**src/rtl/uart_pkg.sv**
```systemverilog
// Shared UART definitions: parity encodings, serialiser state encoding and parity helper.
package uart_pkg;

  localparam int unsigned PAR_NONE = 0;
  localparam int unsigned PAR_EVEN = 1;
  localparam int unsigned PAR_ODD  = 2;

  typedef enum logic [2:0] {
    StIdle,
    StStart,
    StData,
    StParity,
    StStop
  } uart_state_e;

  function automatic logic parity_bit(input logic [7:0] data, input int unsigned parity);
    return (parity == PAR_ODD) ? ~^data : ^data;
  endfunction

endpackage

```
**src/rtl/uart_tx_fifo.sv**
```systemverilog
// Synchronous byte FIFO with first-word head output and occupancy count.
module uart_tx_fifo #(
  parameter int unsigned DEPTH = 16
) (
  input  logic                   clk,
  input  logic                   rst_n,
  input  logic                   push,
  input  logic [7:0]             push_data,
  input  logic                   pop,
  output logic [7:0]             head,
  output logic [$clog2(DEPTH):0] level,
  output logic                   full,
  output logic                   empty
);

  localparam int unsigned PtrW = $clog2(DEPTH);
  localparam int unsigned LvlW = PtrW + 1;

  logic [7:0]      mem [DEPTH];
  logic [PtrW-1:0] wr_ptr_q, rd_ptr_q;
  logic [LvlW-1:0] level_q;
  logic            do_push, do_pop;

  assign do_push = push & ~full;
  assign do_pop  = pop & ~empty;

  // Pointers wrap naturally because DEPTH is a power of two.
  always_ff @(posedge clk or negedge rst_n) begin
    if (!rst_n) begin
      wr_ptr_q <= '0;
      rd_ptr_q <= '0;
      level_q  <= '0;
    end else begin
      if (do_push) wr_ptr_q <= wr_ptr_q + PtrW'(1);
      if (do_pop)  rd_ptr_q <= rd_ptr_q + PtrW'(1);
      if (do_push && !do_pop) begin
        level_q <= level_q + LvlW'(1);
      end else if (!do_push && do_pop) begin
        level_q <= level_q - LvlW'(1);
      end
    end
  end

  always_ff @(posedge clk) begin
    if (do_push) mem[wr_ptr_q] <= push_data;
  end

  assign head  = mem[rd_ptr_q];
  assign full  = (level_q == LvlW'(DEPTH));
  assign empty = (level_q == '0);
  assign level = level_q;

endmodule

```
**src/rtl/uart_tx.sv**
```systemverilog
// Buffered UART transmitter: byte FIFO feeding an 8-bit LSB-first serialiser.
module uart_tx
  import uart_pkg::*;
#(
  parameter int unsigned CLKS_PER_BIT = 104,
  parameter int unsigned FIFO_DEPTH   = 16,
  parameter int unsigned PARITY       = 0,
  parameter int unsigned STOP_BITS    = 1
) (
  input  logic                        clk,
  input  logic                        rst_n,
  input  logic [7:0]                  in_data,
  input  logic                        in_valid,
  output logic                        in_ready,
  output logic                        uart_txo,
  output logic                        busy,
  output logic [$clog2(FIFO_DEPTH):0] fifo_level
);

  localparam int unsigned CntW = $clog2(CLKS_PER_BIT);
  localparam logic [CntW-1:0] CntLast = CntW'(CLKS_PER_BIT - 1);

  uart_state_e     state_q, state_d;
  logic [CntW-1:0] cnt_q, cnt_d;
  logic [2:0]      bit_idx_q, bit_idx_d, bit_next;
  logic            stop_idx_q, stop_idx_d;
  logic [7:0]      byte_q, byte_d;
  logic            txo_q, txo_d;
  logic            pop, full, empty, bit_done;
  logic [7:0]      head;

  uart_tx_fifo #(
    .DEPTH(FIFO_DEPTH)
  ) u_fifo (
    .clk      (clk),
    .rst_n    (rst_n),
    .push     (in_valid),
    .push_data(in_data),
    .pop      (pop),
    .head     (head),
    .level    (fifo_level),
    .full     (full),
    .empty    (empty)
  );

  assign bit_done = (cnt_q == CntLast);
  assign bit_next = bit_idx_q + 3'd1;

  // txo_d is the line level for the state being entered, so uart_txo stays a pure flop.
  always_comb begin
    state_d    = state_q;
    cnt_d      = cnt_q + CntW'(1);
    bit_idx_d  = bit_idx_q;
    stop_idx_d = stop_idx_q;
    byte_d     = byte_q;
    txo_d      = txo_q;
    pop        = 1'b0;
    unique case (state_q)
      StIdle: begin
        cnt_d = '0;
        if (!empty) begin
          pop     = 1'b1;
          byte_d  = head;
          state_d = StStart;
          txo_d   = 1'b0;
        end
      end
      StStart: begin
        if (bit_done) begin
          cnt_d     = '0;
          bit_idx_d = 3'd0;
          state_d   = StData;
          txo_d     = byte_q[0];
        end
      end
      StData: begin
        if (bit_done) begin
          cnt_d = '0;
          if (bit_idx_q == 3'd7) begin
            if (PARITY != PAR_NONE) begin
              state_d = StParity;
              txo_d   = parity_bit(byte_q, PARITY);
            end else begin
              state_d    = StStop;
              stop_idx_d = 1'b0;
              txo_d      = 1'b1;
            end
          end else begin
            bit_idx_d = bit_next;
            txo_d     = byte_q[bit_next];
          end
        end
      end
      StParity: begin
        if (bit_done) begin
          cnt_d      = '0;
          state_d    = StStop;
          stop_idx_d = 1'b0;
          txo_d      = 1'b1;
        end
      end
      StStop: begin
        if (bit_done) begin
          cnt_d = '0;
          if (STOP_BITS == 2 && !stop_idx_q) begin
            stop_idx_d = 1'b1;
          end else if (!empty) begin
            pop     = 1'b1;
            byte_d  = head;
            state_d = StStart;
            txo_d   = 1'b0;
          end else begin
            state_d = StIdle;
            txo_d   = 1'b1;
          end
        end
      end
      default: begin
        state_d = StIdle;
        txo_d   = 1'b1;
      end
    endcase
  end

  always_ff @(posedge clk or negedge rst_n) begin
    if (!rst_n) begin
      state_q    <= StIdle;
      cnt_q      <= '0;
      bit_idx_q  <= 3'd0;
      stop_idx_q <= 1'b0;
      byte_q     <= 8'h00;
      txo_q      <= 1'b1;
    end else begin
      state_q    <= state_d;
      cnt_q      <= cnt_d;
      bit_idx_q  <= bit_idx_d;
      stop_idx_q <= stop_idx_d;
      byte_q     <= byte_d;
      txo_q      <= txo_d;
    end
  end

  assign uart_txo = txo_q;
  assign in_ready = ~full;
  assign busy     = (state_q != StIdle) | (fifo_level != '0);

endmodule

```
**config.mk**
```make
export PLATFORM = sky130hd
export DESIGN_NAME = uart_tx
export DESIGN_NICKNAME = d
export VERILOG_FILES = /design/src/rtl/uart_pkg.sv /design/src/rtl/uart_tx_fifo.sv /design/src/rtl/uart_tx.sv
export SDC_FILE = /design/constraint.sdc
export NUM_CORES = 1
export LEC_CHECK = 0
export ABC_AREA = 1
export CORE_UTILIZATION = 45
export CTS_BUF_LIST = sky130_fd_sc_hd__clkbuf_4 sky130_fd_sc_hd__clkbuf_8
export DETAILED_ROUTE_END_ITERATION = 8
export PLACE_DENSITY_LB_ADDON = 0.2
export SYNTH_ARGS = -nofsm -noshare
export SYNTH_HDL_FRONTEND = slang
export SYNTH_SLANG_ARGS = --single-unit
```
**constraint.sdc**
```tcl
create_clock -name clk -period 3.2 [get_ports clk]
set_input_delay 0.64 -clock clk [delete_from_list [all_inputs] [get_ports clk]]
set_output_delay 0.64 -clock clk [all_outputs]
set_load 0.1 [all_outputs]
```
# After elaboration in Yosys (flattened, before gate mapping)
# Memories as Yosys holds them, arrays and structs flattened.
# Index checks and enable logic that the tools add are counted.
dict set report op_classes {
  add_sub_neg 6
  n_eq_ne 14
  mux 34
  magnitude_cmp 1
  reduce_logical 16
  bitwise_logic 5
}
# cell n
set op_table {}
lappend op_table {{3-bit two-way mux} 9}
lappend op_table {{8-bit two-way mux} 2}
lappend op_table {{8-bit one-hot mux with 2 select lines} 1}
lappend op_table {{3-bit one-hot mux with 5 select lines} 1}
lappend op_table {{2-bit inequality test, second input constant} 7}
lappend op_table {{7-bit one-hot mux with 2 select lines} 1}
lappend op_table {{1-bit two-way mux} 13}
lappend op_table {{5-bit two-way mux} 2}
lappend op_table {{4-bit by 1-bit adder with 4-bit output, second input constant} 2}
lappend op_table {{7-bit by 1-bit adder with 7-bit output, second input constant} 1}
lappend op_table {{7-bit equality test, second input constant} 1}
lappend op_table {{7-bit two-way mux} 1}
lappend op_table {{3-bit by 2-bit equality test with 1-bit output, second input constant} 2}
lappend op_table {{3-bit equality test, second input constant} 2}
lappend op_table {{3-bit one-hot mux with 2 select lines} 1}
lappend op_table {{6-bit AND reduction} 1}
lappend op_table {{2-bit nonzero test} 3}
lappend op_table {{5-bit by 1-bit adder with 5-bit output, second input constant} 1}
lappend op_table {{5-bit equality test, second input constant} 1}
lappend op_table {{5-bit zero test} 1}
lappend op_table {{1-bit one-hot mux with 5 select lines} 1}
lappend op_table {{5-bit AND reduction} 1}
lappend op_table {{5-bit nonzero test} 1}
lappend op_table {{5-bit by 1-bit subtractor with 5-bit output, second input constant} 1}
lappend op_table {{15 further kinds} 19}
dict set report word_totals {
  register_bits 35
  memories 1
  mem_bits_rw 128
}
# name words word_bits read_ports rd_clocked_by_memory_dff wr line
set memory_table {}
lappend memory_table {u_fifo.mem 16 8 1 0 1 uart_tx_fifo.sv:19} ;# logic [7:0] mem [DEPTH];

# Depth between registers and ports, before layout
# Gate-level depths: netlist (run 1).
dict set report logic_depth {
  depth_word 8
  depth_mapped 17
}

# By module
# A second synthesis (run 1) with hierarchy kept.
dict set report unflattened {
  hier_cells 761
  area_unflattened_um2 7382.1
}
# module area_per_inst_um2 seq_area_each_um2 cells_each n_inst
set by_module_without_submodules {}
lappend by_module_without_submodules {uart_tx_fifo 6246.0 4169.0 620 1}
lappend by_module_without_submodules {uart_tx 1136.1 551.8 141 1}

# Worst setup path before layout (run 1)
# Ideal clock, no wire load.
dict set report synth_timing {
  path_type {flip-flop to flip-flop}
  from {reg u_fifo.level_q[4] (netlist: u_fifo.level[4])}
  to {reg u_fifo.level_q[4] (netlist: u_fifo.level[4])}
  stages_incl_launch_ff 13
  n_path_buf 0
  t_required_ns 3.131
  setup_slack_ns -0.412
  arrival_time_ns 3.544
  setup_ns 0.069
  cell_sequence {dfrtp_1 nand3_1 nand2_1 inv_2 ha_1 inv_1 ha_1 a21oi_1 nor2_1 nor2_1 xor2_1 nand2_1 nand2_1}
}
# item line
set synth_lines {}
lappend synth_lines {{start: declaration} uart_tx_fifo.sv:21} ;# logic [LvlW-1:0] level_q;
lappend synth_lines {{start signal: assignment} uart_tx_fifo.sv:37} ;# level_q <= level_q + LvlW'(1);
lappend synth_lines {{start signal: assignment} uart_tx_fifo.sv:39} ;# level_q <= level_q - LvlW'(1);
lappend synth_lines {{5-bit equality test (*)} uart_tx_fifo.sv:49} ;# assign full = (level_q == LvlW'(DEPTH));
lappend synth_lines {{1-bit inverter (*)} -}
lappend synth_lines {{named net in_ready} uart_tx.sv:14} ;# output logic in_ready,
lappend synth_lines {{1-bit bitwise AND (*)} uart_tx_fifo.sv:24} ;# assign do_push = push & ~full;
lappend synth_lines {{named net u_fifo.do_push} uart_tx_fifo.sv:22} ;# logic do_push, do_pop;
lappend synth_lines {{1-bit zero test} uart_tx_fifo.sv:38} ;# end else if (!do_push && do_pop) begin
lappend synth_lines {{1-bit logical AND} uart_tx_fifo.sv:38}
lappend synth_lines {{2-bit nonzero test (no line)} -}
# The timed path passes the listed nets; every way through them passes the cells marked *. The select of a mux whose other input is x is not followed.
# A chain may end at the register's enable or synchronous reset.

# Final worst setup path (run 1)
dict set report layout_timing {
  from {reg u_fifo.level_q[0] (netlist: u_fifo.level[0])}
  to {reg u_fifo.level_q[4] (netlist: u_fifo.level[4])}
}
dict set report layout_via {
  elab_chain_len 8
}
# item line
set layout_lines {}
lappend layout_lines {{5-bit zero test} uart_tx_fifo.sv:50} ;# assign empty = (level_q == '0);
lappend layout_lines {{1-bit two-way mux} {uart_tx.sv:61, uart_tx.sv:107}}
lappend layout_lines {{1-bit two-way mux} uart_tx.sv:103} ;# if (bit_done) begin
lappend layout_lines {{1-bit one-hot mux with 2 select lines} uart_tx.sv:58} ;# unique case (state_q)
lappend layout_lines {{1-bit bitwise AND} uart_tx_fifo.sv:25} ;# assign do_pop = pop & ~empty;
lappend layout_lines {{1-bit zero test} uart_tx_fifo.sv:36} ;# if (do_push && !do_pop) begin
lappend layout_lines {{1-bit logical AND} uart_tx_fifo.sv:36}
lappend layout_lines {{5-bit two-way mux or 2-bit nonzero test (tied branches)} -}
# Several ways; a longest one is shown, not always the timed one. The select of a mux whose other input is x is not followed.

==> results_dict.tcl, run 1 <==
set metrics [dict create \
    clock_path_buffers 2 \
    period_share_pct 84.6 \
    rsz0062_at_grt "no" \
    ff_latch_area_mm2 0.00472 \
    transition_at_the_pin_with_the_smallest_max_transition_slack_ns 1.10 \
    grt_start_max_net_pins 68 \
    critical_path_class "register to register" \
    area_delta_synth_final_pct 10.1 \
    fillerInstances 1469 \
    synth_seq_cells 163 \
    die_w_um 130 \
    reg2reg_to "u_fifo.level[4]" \
    worstRegToRegCells 16 \
    maxClockFrequency_mhz 369 \
    cts_tree "done" \
    insertion_delay_ns 0.45 \
    boundaryPins 19 \
    count_of_final_hold_check_violations 0 \
    detail_route.drc_violations 0 \
    initialDrtViolationCount 320 \
    antenna_violating_nets_left 0 \
    end_kind "register" \
    leakage_nw 3.56 \
    post_route_cells_drive_above_1_share_pct 7.28 \
    regToRegStartpoint "u_fifo.level[0]" \
    grt_pass1_vias 4783 \
    total_power_mw 4.97 \
    multi_input_area_mm2 0.00206 \
    seq_power_share_pct 52.7 \
    vias_per_std_cell 4.91 \
    antenna_found_initial 0 \
    vdd_ir_drop_max_uv 353 \
    worstPathRequired_ns 3.59 \
    cap_viol_max_count 0 \
    status "complete, no violations" \
    internal_power_mw 3.49 \
    post-cts-setup-buffers 0 \
    ys_types 29 \
    clock_sinks 163 \
    timing.final.max_slew_violations 0 \
    dr_total_vias 4975 \
    cts.repair.resized 0 \
    netSwitchingPower_mw 1.47 \
    wire_length_of_the_first_global_routing_pass_um 24600 \
    synth_warnings 0 \
    kind_of_start_point_of_the_critical_path "register" \
    crit_path_cell_trace "nor2_1 -> nand2_1 -> nor2_1 -> inv_1 -> nand2_1 -> a21oi_4 -> inv_2 -> ha_1 -> inv_1 -> fa_1 -> a21oi_1 -> nor2_1 -> nor2_1 -> xor2_1 -> nand2_1 -> nand2_1" \
    syn_area_mm2 0.00739 \
    diodes 0 \
    power_density_mw_per_mm2 610 \
    routed_wire_length_per_instance_um 15.1 \
    floorplan.die_area_mm2 0.0169 \
    min_period_ns 2.71 \
    place.detailed.hpwl_um 10100 \
    slew-limit-headroom_pct 26.6 \
    number_of_buffers_inserted_by_hold_repair_at_cts 0 \
    timing.critical_path.fanout_max 11 \
    clock_slew_at_the_register_clock_pins_of_the_worst_setup_and_hold_paths_ns 0.08 \
    synth-seq-area-share_pct 63.8 \
    final_util_pct 51.1 \
    report.final.setup_viol 0 \
    detail_route.first_pass.iterations 5 \
    post_synth_inst_count 763 \
    synth.net_count 787 \
    power.switching_fraction_pct 29.6 \
    pwr-share-comb_pct 17.7 \
    max_stage_delay_ns 0.45 \
    critPathSlowestCell "sky130_fd_sc_hd__dfrtp_1" \
    cts_inserted_buffers 17 \
    syn-mean-instance-area_um2 9.69 \
    effective_utilization_at_floorplan_pct 46.4 \
    worst-endpoint-arrival_ns 3.09 \
    design.core.area_mm2 0.0159 \
    die_height_um 130 \
    placementRows 46 \
    routed_wirelength_um 15300 \
    skew_ns 0.0121 \
    gr-total-overflow 0 \
    fin_setup_tns_ns 0 \
    final_nets 809 \
    clockPowerShare_pct 29.6 \
    h-tree-depth 4 \
    grt_use_total_pct 20.1 \
    routabilityCongestion 0.783 \
    hold_class "primary input to async pin" \
    port_buffers 18 \
    regToRegSetupSlack_ns 0.49 \
    root_buffer "sky130_fd_sc_hd__clkbuf_8" \
]
==> through the flow <==
| stage | hold slack (ns) | instances | cell area (um^2) | worst slack, ns |
|---|---|---|---|---|
| after floorplan | 0.344 | 763 | 7400 | 0.0258 |
| after global placement | 0.445 | 982 | 7760 | 0.510 |
| after detailed placement | 0.460 | 982 | 7760 | 0.492 |
| after CTS | 0.267 | 1013 | 8140 | 0.471 |
| after global routing | 0.306 | 1013 | 8140 | 0.119 |
| final | 0.251 | 1013 | 8140 | 0.493 |
==> power groups by stage <==
stage          combinational [mW]  sequential, mW  clock [mW]
3_3_place_gp                0.874            2.66           0
4_1_cts                     0.892            2.62        1.49
6_report                    0.881            2.62        1.47
2_1_floorplan               0.407            2.87           0
5_1_grt                     0.981            2.64        1.57
3_5_place_dp                0.887            2.66           0
==> per-layer routing <==
| layer | global-route usage (%) | wire (um) |
|---|---|---|
| met1 | 26.7 | 7000 |
| met2 | 33.1 | 7460 |
| met3 | 4.10 | 595 |
| met4 | 6.43 | 245 |
| met5 | 0 | 0 |
==> final cells by class <==
type / count / area share [%]
clock buffer: 18 / 2.97
clock inverter: 13 / 1.75
inverter: 123 / 5.67
multi-input combinational: 450 / 25.3
sequential: 163 / 58.0
tap: 216 / 3.32
timing repair buffer: 30 / 3.01
==> synth_stat cells <==
library cell / count / area share, %
sky130_fd_sc_hd__nand2_1: 251 / 13
sky130_fd_sc_hd__edfxtp_1: 128 / 52
sky130_fd_sc_hd__inv_1: 117 / 5.9
sky130_fd_sc_hd__nand3_1: 110 / 7.4
sky130_fd_sc_hd__nor2_1: 40 / 2.0
sky130_fd_sc_hd__dfrtp_1: 34 / 12
sky130_fd_sc_hd__buf_2: 13 / 0.88
sky130_fd_sc_hd__ha_1: 12 / 2.0
sky130_fd_sc_hd__o21ai_0: 8 / 0.54
sky130_fd_sc_hd__xor2_1: 8 / 0.95
sky130_fd_sc_hd__buf_4: 7 / 0.71
sky130_fd_sc_hd__a21oi_1: 6 / 0.41
sky130_fd_sc_hd__clkbuf_1: 4 / 0.20
sky130_fd_sc_hd__inv_2: 4 / 0.20
sky130_fd_sc_hd__o21ai_1: 3 / 0.20
sky130_fd_sc_hd__buf_6: 2 / 0.30
sky130_fd_sc_hd__clkinv_1: 2 / 0.10
sky130_fd_sc_hd__nand4_1: 2 / 0.17
sky130_fd_sc_hd__xnor2_1: 2 / 0.24
sky130_fd_sc_hd__a21boi_0: 1 / 0.10
sky130_fd_sc_hd__a21oi_4: 1 / 0.22
sky130_fd_sc_hd__a31oi_1: 1 / 0.085
sky130_fd_sc_hd__buf_1: 1 / 0.051
sky130_fd_sc_hd__dfstp_2: 1 / 0.36
sky130_fd_sc_hd__fa_1: 1 / 0.27
sky130_fd_sc_hd__nand2_2: 1 / 0.085
sky130_fd_sc_hd__nor2_2: 1 / 0.085
sky130_fd_sc_hd__nor3_1: 1 / 0.068
sky130_fd_sc_hd__nor3b_1: 1 / 0.10
==> cells by family after synthesis <==
| family | synth area share [%] |
|---|---|
| AND/OR/NAND/NOR | 22.7 |
| AO/OA/AOI/OAI | 1.56 |
| buffers and inverters | 8.39 |
| flip-flops | 63.8 |
| adder cells (fa/ha/maj) | 2.30 |
| XOR/XNOR | 1.18 |
==> placed cells by master (no fill, tap or decap), drive strengths merged <==
cell type      synthesis  routed
a21boi                 1       1
a21oi                  7       7
a31oi                  1       1
buf                   23      21
bufinv                 0       3
clkbuf                 4      18
clkdlybuf4s50          0       9
clkinv                 2      10
clkinvlp               0       2
dfrtp                 34      34
dfstp                  1       1
edfxtp               128     128
fa                     1       1
ha                    12      12
inv                  121     121
nand2                252     252
nand3                110     110
nand4                  2       2
nor2                  41      41
nor3                   1       1
nor3b                  1       1
o21ai                 11      11
xnor2                  2       2
xor2                   8       8
==> registers in the layout, indices dropped and copies added (netlist names) <==
| name | count |
|---|---|
| u_fifo.mem | 128 |
| byte_q | 8 |
| cnt_q | 7 |
| u_fifo.level | 5 |
| u_fifo.rd_ptr_q | 4 |
| u_fifo.wr_ptr_q | 4 |
| bit_idx_q | 3 |
| state_q | 3 |
| uart_txo | 1 |
==> critical path: cells and delay by family, from the launching register on <==
family,cells,cell delay [ns]
buffers and inverters,3,0.33
adders and majority gates,2,0.62
DFF,1,0.45
xor gates and xnor gates,1,0.16
and+or+nand+nor,8,0.90
AOI/OAI and AO/OA,2,0.18
==> worst max-delay path by stage <==
stage	cells past startpoint	slack [ns]	endpoint	startpoint
floorplan	13	0.03	u_fifo.level[4]	u_fifo.level[0]
detailed placement	12	0.49	u_fifo.level[4]	in_valid
CTS	16	0.47	u_fifo.level[4]	u_fifo.level[0]
global placement	12	0.51	u_fifo.level[4]	in_valid
finish	16	0.49	u_fifo.level[4]	u_fifo.level[0]
global route	16	0.12	u_fifo.level[4]	u_fifo.level[0]
No activity file was read; power rests on OpenSTA's default activity.
==> inputs of run 2 (changes only) <==
Clock period 3.2 ns to 2.2 ns, I/O delays scaled along.
==> results_dict.tcl, run 2 (synthesized netlist as in run 1, its figures left out) <==
set metrics [dict create \
    placementRows 46 \
    power.switching_fraction_pct 32.7 \
    slew-limit-headroom_pct 46.5 \
    kind_of_start_point_of_the_critical_path "register" \
    vias_per_std_cell 4.85 \
    total_power_mw 7.51 \
    pwr-share-comb_pct 21.8 \
    dr_total_vias 5112 \
    number_of_buffers_inserted_by_hold_repair_at_cts 0 \
    finalWorstSetupSlack_ns 0.0596 \
    detail_route.first_pass.iterations 4 \
    post_route_cells_drive_above_1_share_pct 15.0 \
    design.core.area_mm2 0.0159 \
    post-route-cell-area_mm2 0.00859 \
    die_w_um 130 \
    count_of_final_hold_check_violations 0 \
    cap_viol_max_count 0 \
    boundaryPins 19 \
    seq_power_share_pct 50.9 \
    multi_input_area_mm2 0.00216 \
    largest_registers "u_fifo.mem: 128 flops, byte_q: 8 flops, cnt_q: 7 flops" \
    final_nets 849 \
    effective_utilization_at_floorplan_pct 46.4 \
    ff_latch_area_mm2 0.00474 \
    maxClockFrequency_mhz 467 \
    area_delta_synth_final_pct 16.2 \
    grt_pass1_vias 4884 \
    end_kind "register" \
    largest_register_ff_count 128 \
    rsz0062_at_grt "yes" \
    antenna_found_initial 0 \
    wire_length_of_the_first_global_routing_pass_um 25100 \
    report.final.setup_viol 0 \
    clock_path_buffers 2 \
    floorplan.die_area_mm2 0.0169 \
    routabilityCongestion 0.849 \
    insertion_delay_ns 0.45 \
    timing.critical_path.fanout_max 4 \
    timing.final.max_slew_violations 0 \
    clockPowerShare_pct 27.2 \
    mostFrequentLayoutCells "sky130_fd_sc_hd__nand2_1, sky130_fd_sc_hd__edfxtp_1, sky130_fd_sc_hd__inv_1" \
    leakage_nw 3.75 \
    clock_slew_at_the_register_clock_pins_of_the_worst_setup_and_hold_paths_ns 0.10 \
    cts_tree "done" \
    antenna_violating_nets_left 0 \
    fillerInstances 1435 \
    commonest_non_fill_non_tap_cell_in_the_layout "sky130_fd_sc_hd__nand2_1" \
    grt_start_max_net_pins 68 \
    routed_wirelength_um 15700 \
    status "complete, no violations" \
    detailedPlace.worstSlack_ns -0.0340 \
    port_buffers 18 \
    routed_wire_length_per_instance_um 14.9 \
    worst-endpoint-arrival_ns 2.54 \
    internal_power_mw 5.05 \
    placedInstanceArea_mm2 0.00815 \
    diodes 0 \
    grt_use_total_pct 20.4 \
    worstPathRequired_ns 2.60 \
    min_period_ns 2.14 \
    cts_inserted_buffers 17 \
    detail_route.drc_violations 0 \
    top_register "u_fifo.mem" \
    place.detailed.hpwl_um 10500 \
    gr-total-overflow 0 \
    critical_path_class "register to register" \
    root_buffer "sky130_fd_sc_hd__clkbuf_8" \
    vdd_ir_drop_max_uv 576 \
    skew_ns 0.0116 \
    clock_sinks 163 \
    die_height_um 130 \
    netSwitchingPower_mw 2.45 \
    period_share_pct 97.3 \
    initialDrtViolationCount 352 \
    hold_class "primary input to async pin" \
    transition_at_the_pin_with_the_smallest_max_transition_slack_ns 0.802 \
    h-tree-depth 4 \
    power_density_mw_per_mm2 874 \
]
-- run 2: cell count changes in the layout (fill, tap and decap cells not counted), sizes merged --
cell,previous run,this run
buf,21,61
inv,121,129
clkinv,10,3
clkinvlp,2,6
bufinv,3,0
clkbuf,18,17
-- run 2: final timing paths --
path	from	endpoint	slack (ns)	depth (start not counted)
worst min-delay path	rst_n	u_fifo.level[3]	0.07	1
min in group clk	byte_q[1]	byte_q[1]	0.49	2
worst max register to register	u_fifo.level[3]	u_fifo.level[4]	0.06	16
worst max-delay path	u_fifo.level[3]	u_fifo.level[4]	0.06	16
worst min register to register	byte_q[1]	byte_q[1]	0.49	2
max in group asynchronous	rst_n	uart_txo	1.51	2
-- run 2: timing repair --
action,CTS,global route
buffers inserted,2,0
gates resized for setup,2,11
pin swaps,6,5
setup endpoints to repair,2,3
cloned,0,0
-- run 2: worst max-delay path, stage by stage (launching register included) --
cell and delay, ns:
sky130_fd_sc_hd__dfrtp_4 0.50, sky130_fd_sc_hd__nor2_4 0.12, sky130_fd_sc_hd__nand2_2 0.07, sky130_fd_sc_hd__nor2_4 0.09, sky130_fd_sc_hd__inv_2 0.04, sky130_fd_sc_hd__nand2_2 0.06
sky130_fd_sc_hd__a21oi_4 0.04, sky130_fd_sc_hd__inv_2 0.08, sky130_fd_sc_hd__ha_4 0.14, sky130_fd_sc_hd__inv_4 0.05, sky130_fd_sc_hd__fa_2 0.34, sky130_fd_sc_hd__a21oi_1 0.13
sky130_fd_sc_hd__nor2_1 0.06, sky130_fd_sc_hd__nor2_1 0.10, sky130_fd_sc_hd__xor2_1 0.15, sky130_fd_sc_hd__nand2_1 0.06, sky130_fd_sc_hd__nand2_1 0.05
-- run 2: power groups by stage --
stage	Sequential [mW]	Combinational, mW	Clock [mW]
2_1_floorplan	4.23	0.628	0
3_3_place_gp	3.87	1.51	0
3_5_place_dp	3.89	1.57	0
4_1_cts	3.82	1.59	2.09
5_1_grt	3.85	1.79	2.21
6_report	3.82	1.64	2.04
-- run 2: area by class of cell --
cell class                 instances  share of cell area, %
tap                              216                   3.15
clock inverter                    15                   1.62
clock buffer                      17                   2.72
sequential                       163                   55.2
inverter                         123                   5.43
multi-input combinational        450                   25.1
timing repair buffer              70                   6.79
-- run 2: routing by layer --
layer	track usage, %	part of all wire [%]
met1	26.3	44
met5	0	0
met4	6.77	1.5
met3	5.00	4.6
met2	33.9	50
-- run 2: metrics by stage --
| step | hold WS (ns) | setup TNS [ns] | instances | utilization (%) |
|---|---|---|---|---|
| after floorplan | 0.144 | -0.457 | 763 | - |
| after global placement | 0.468 | -0.0141 | 1020 | 51.1 |
| after detailed placement | 0.467 | -0.0615 | 1020 | 51.1 |
| after CTS | 0.0720 | 0 | 1054 | 53.6 |
| after global routing | 0.107 | -0.132 | 1054 | 53.9 |
| final | 0.0653 | 0 | 1054 | 53.9 |
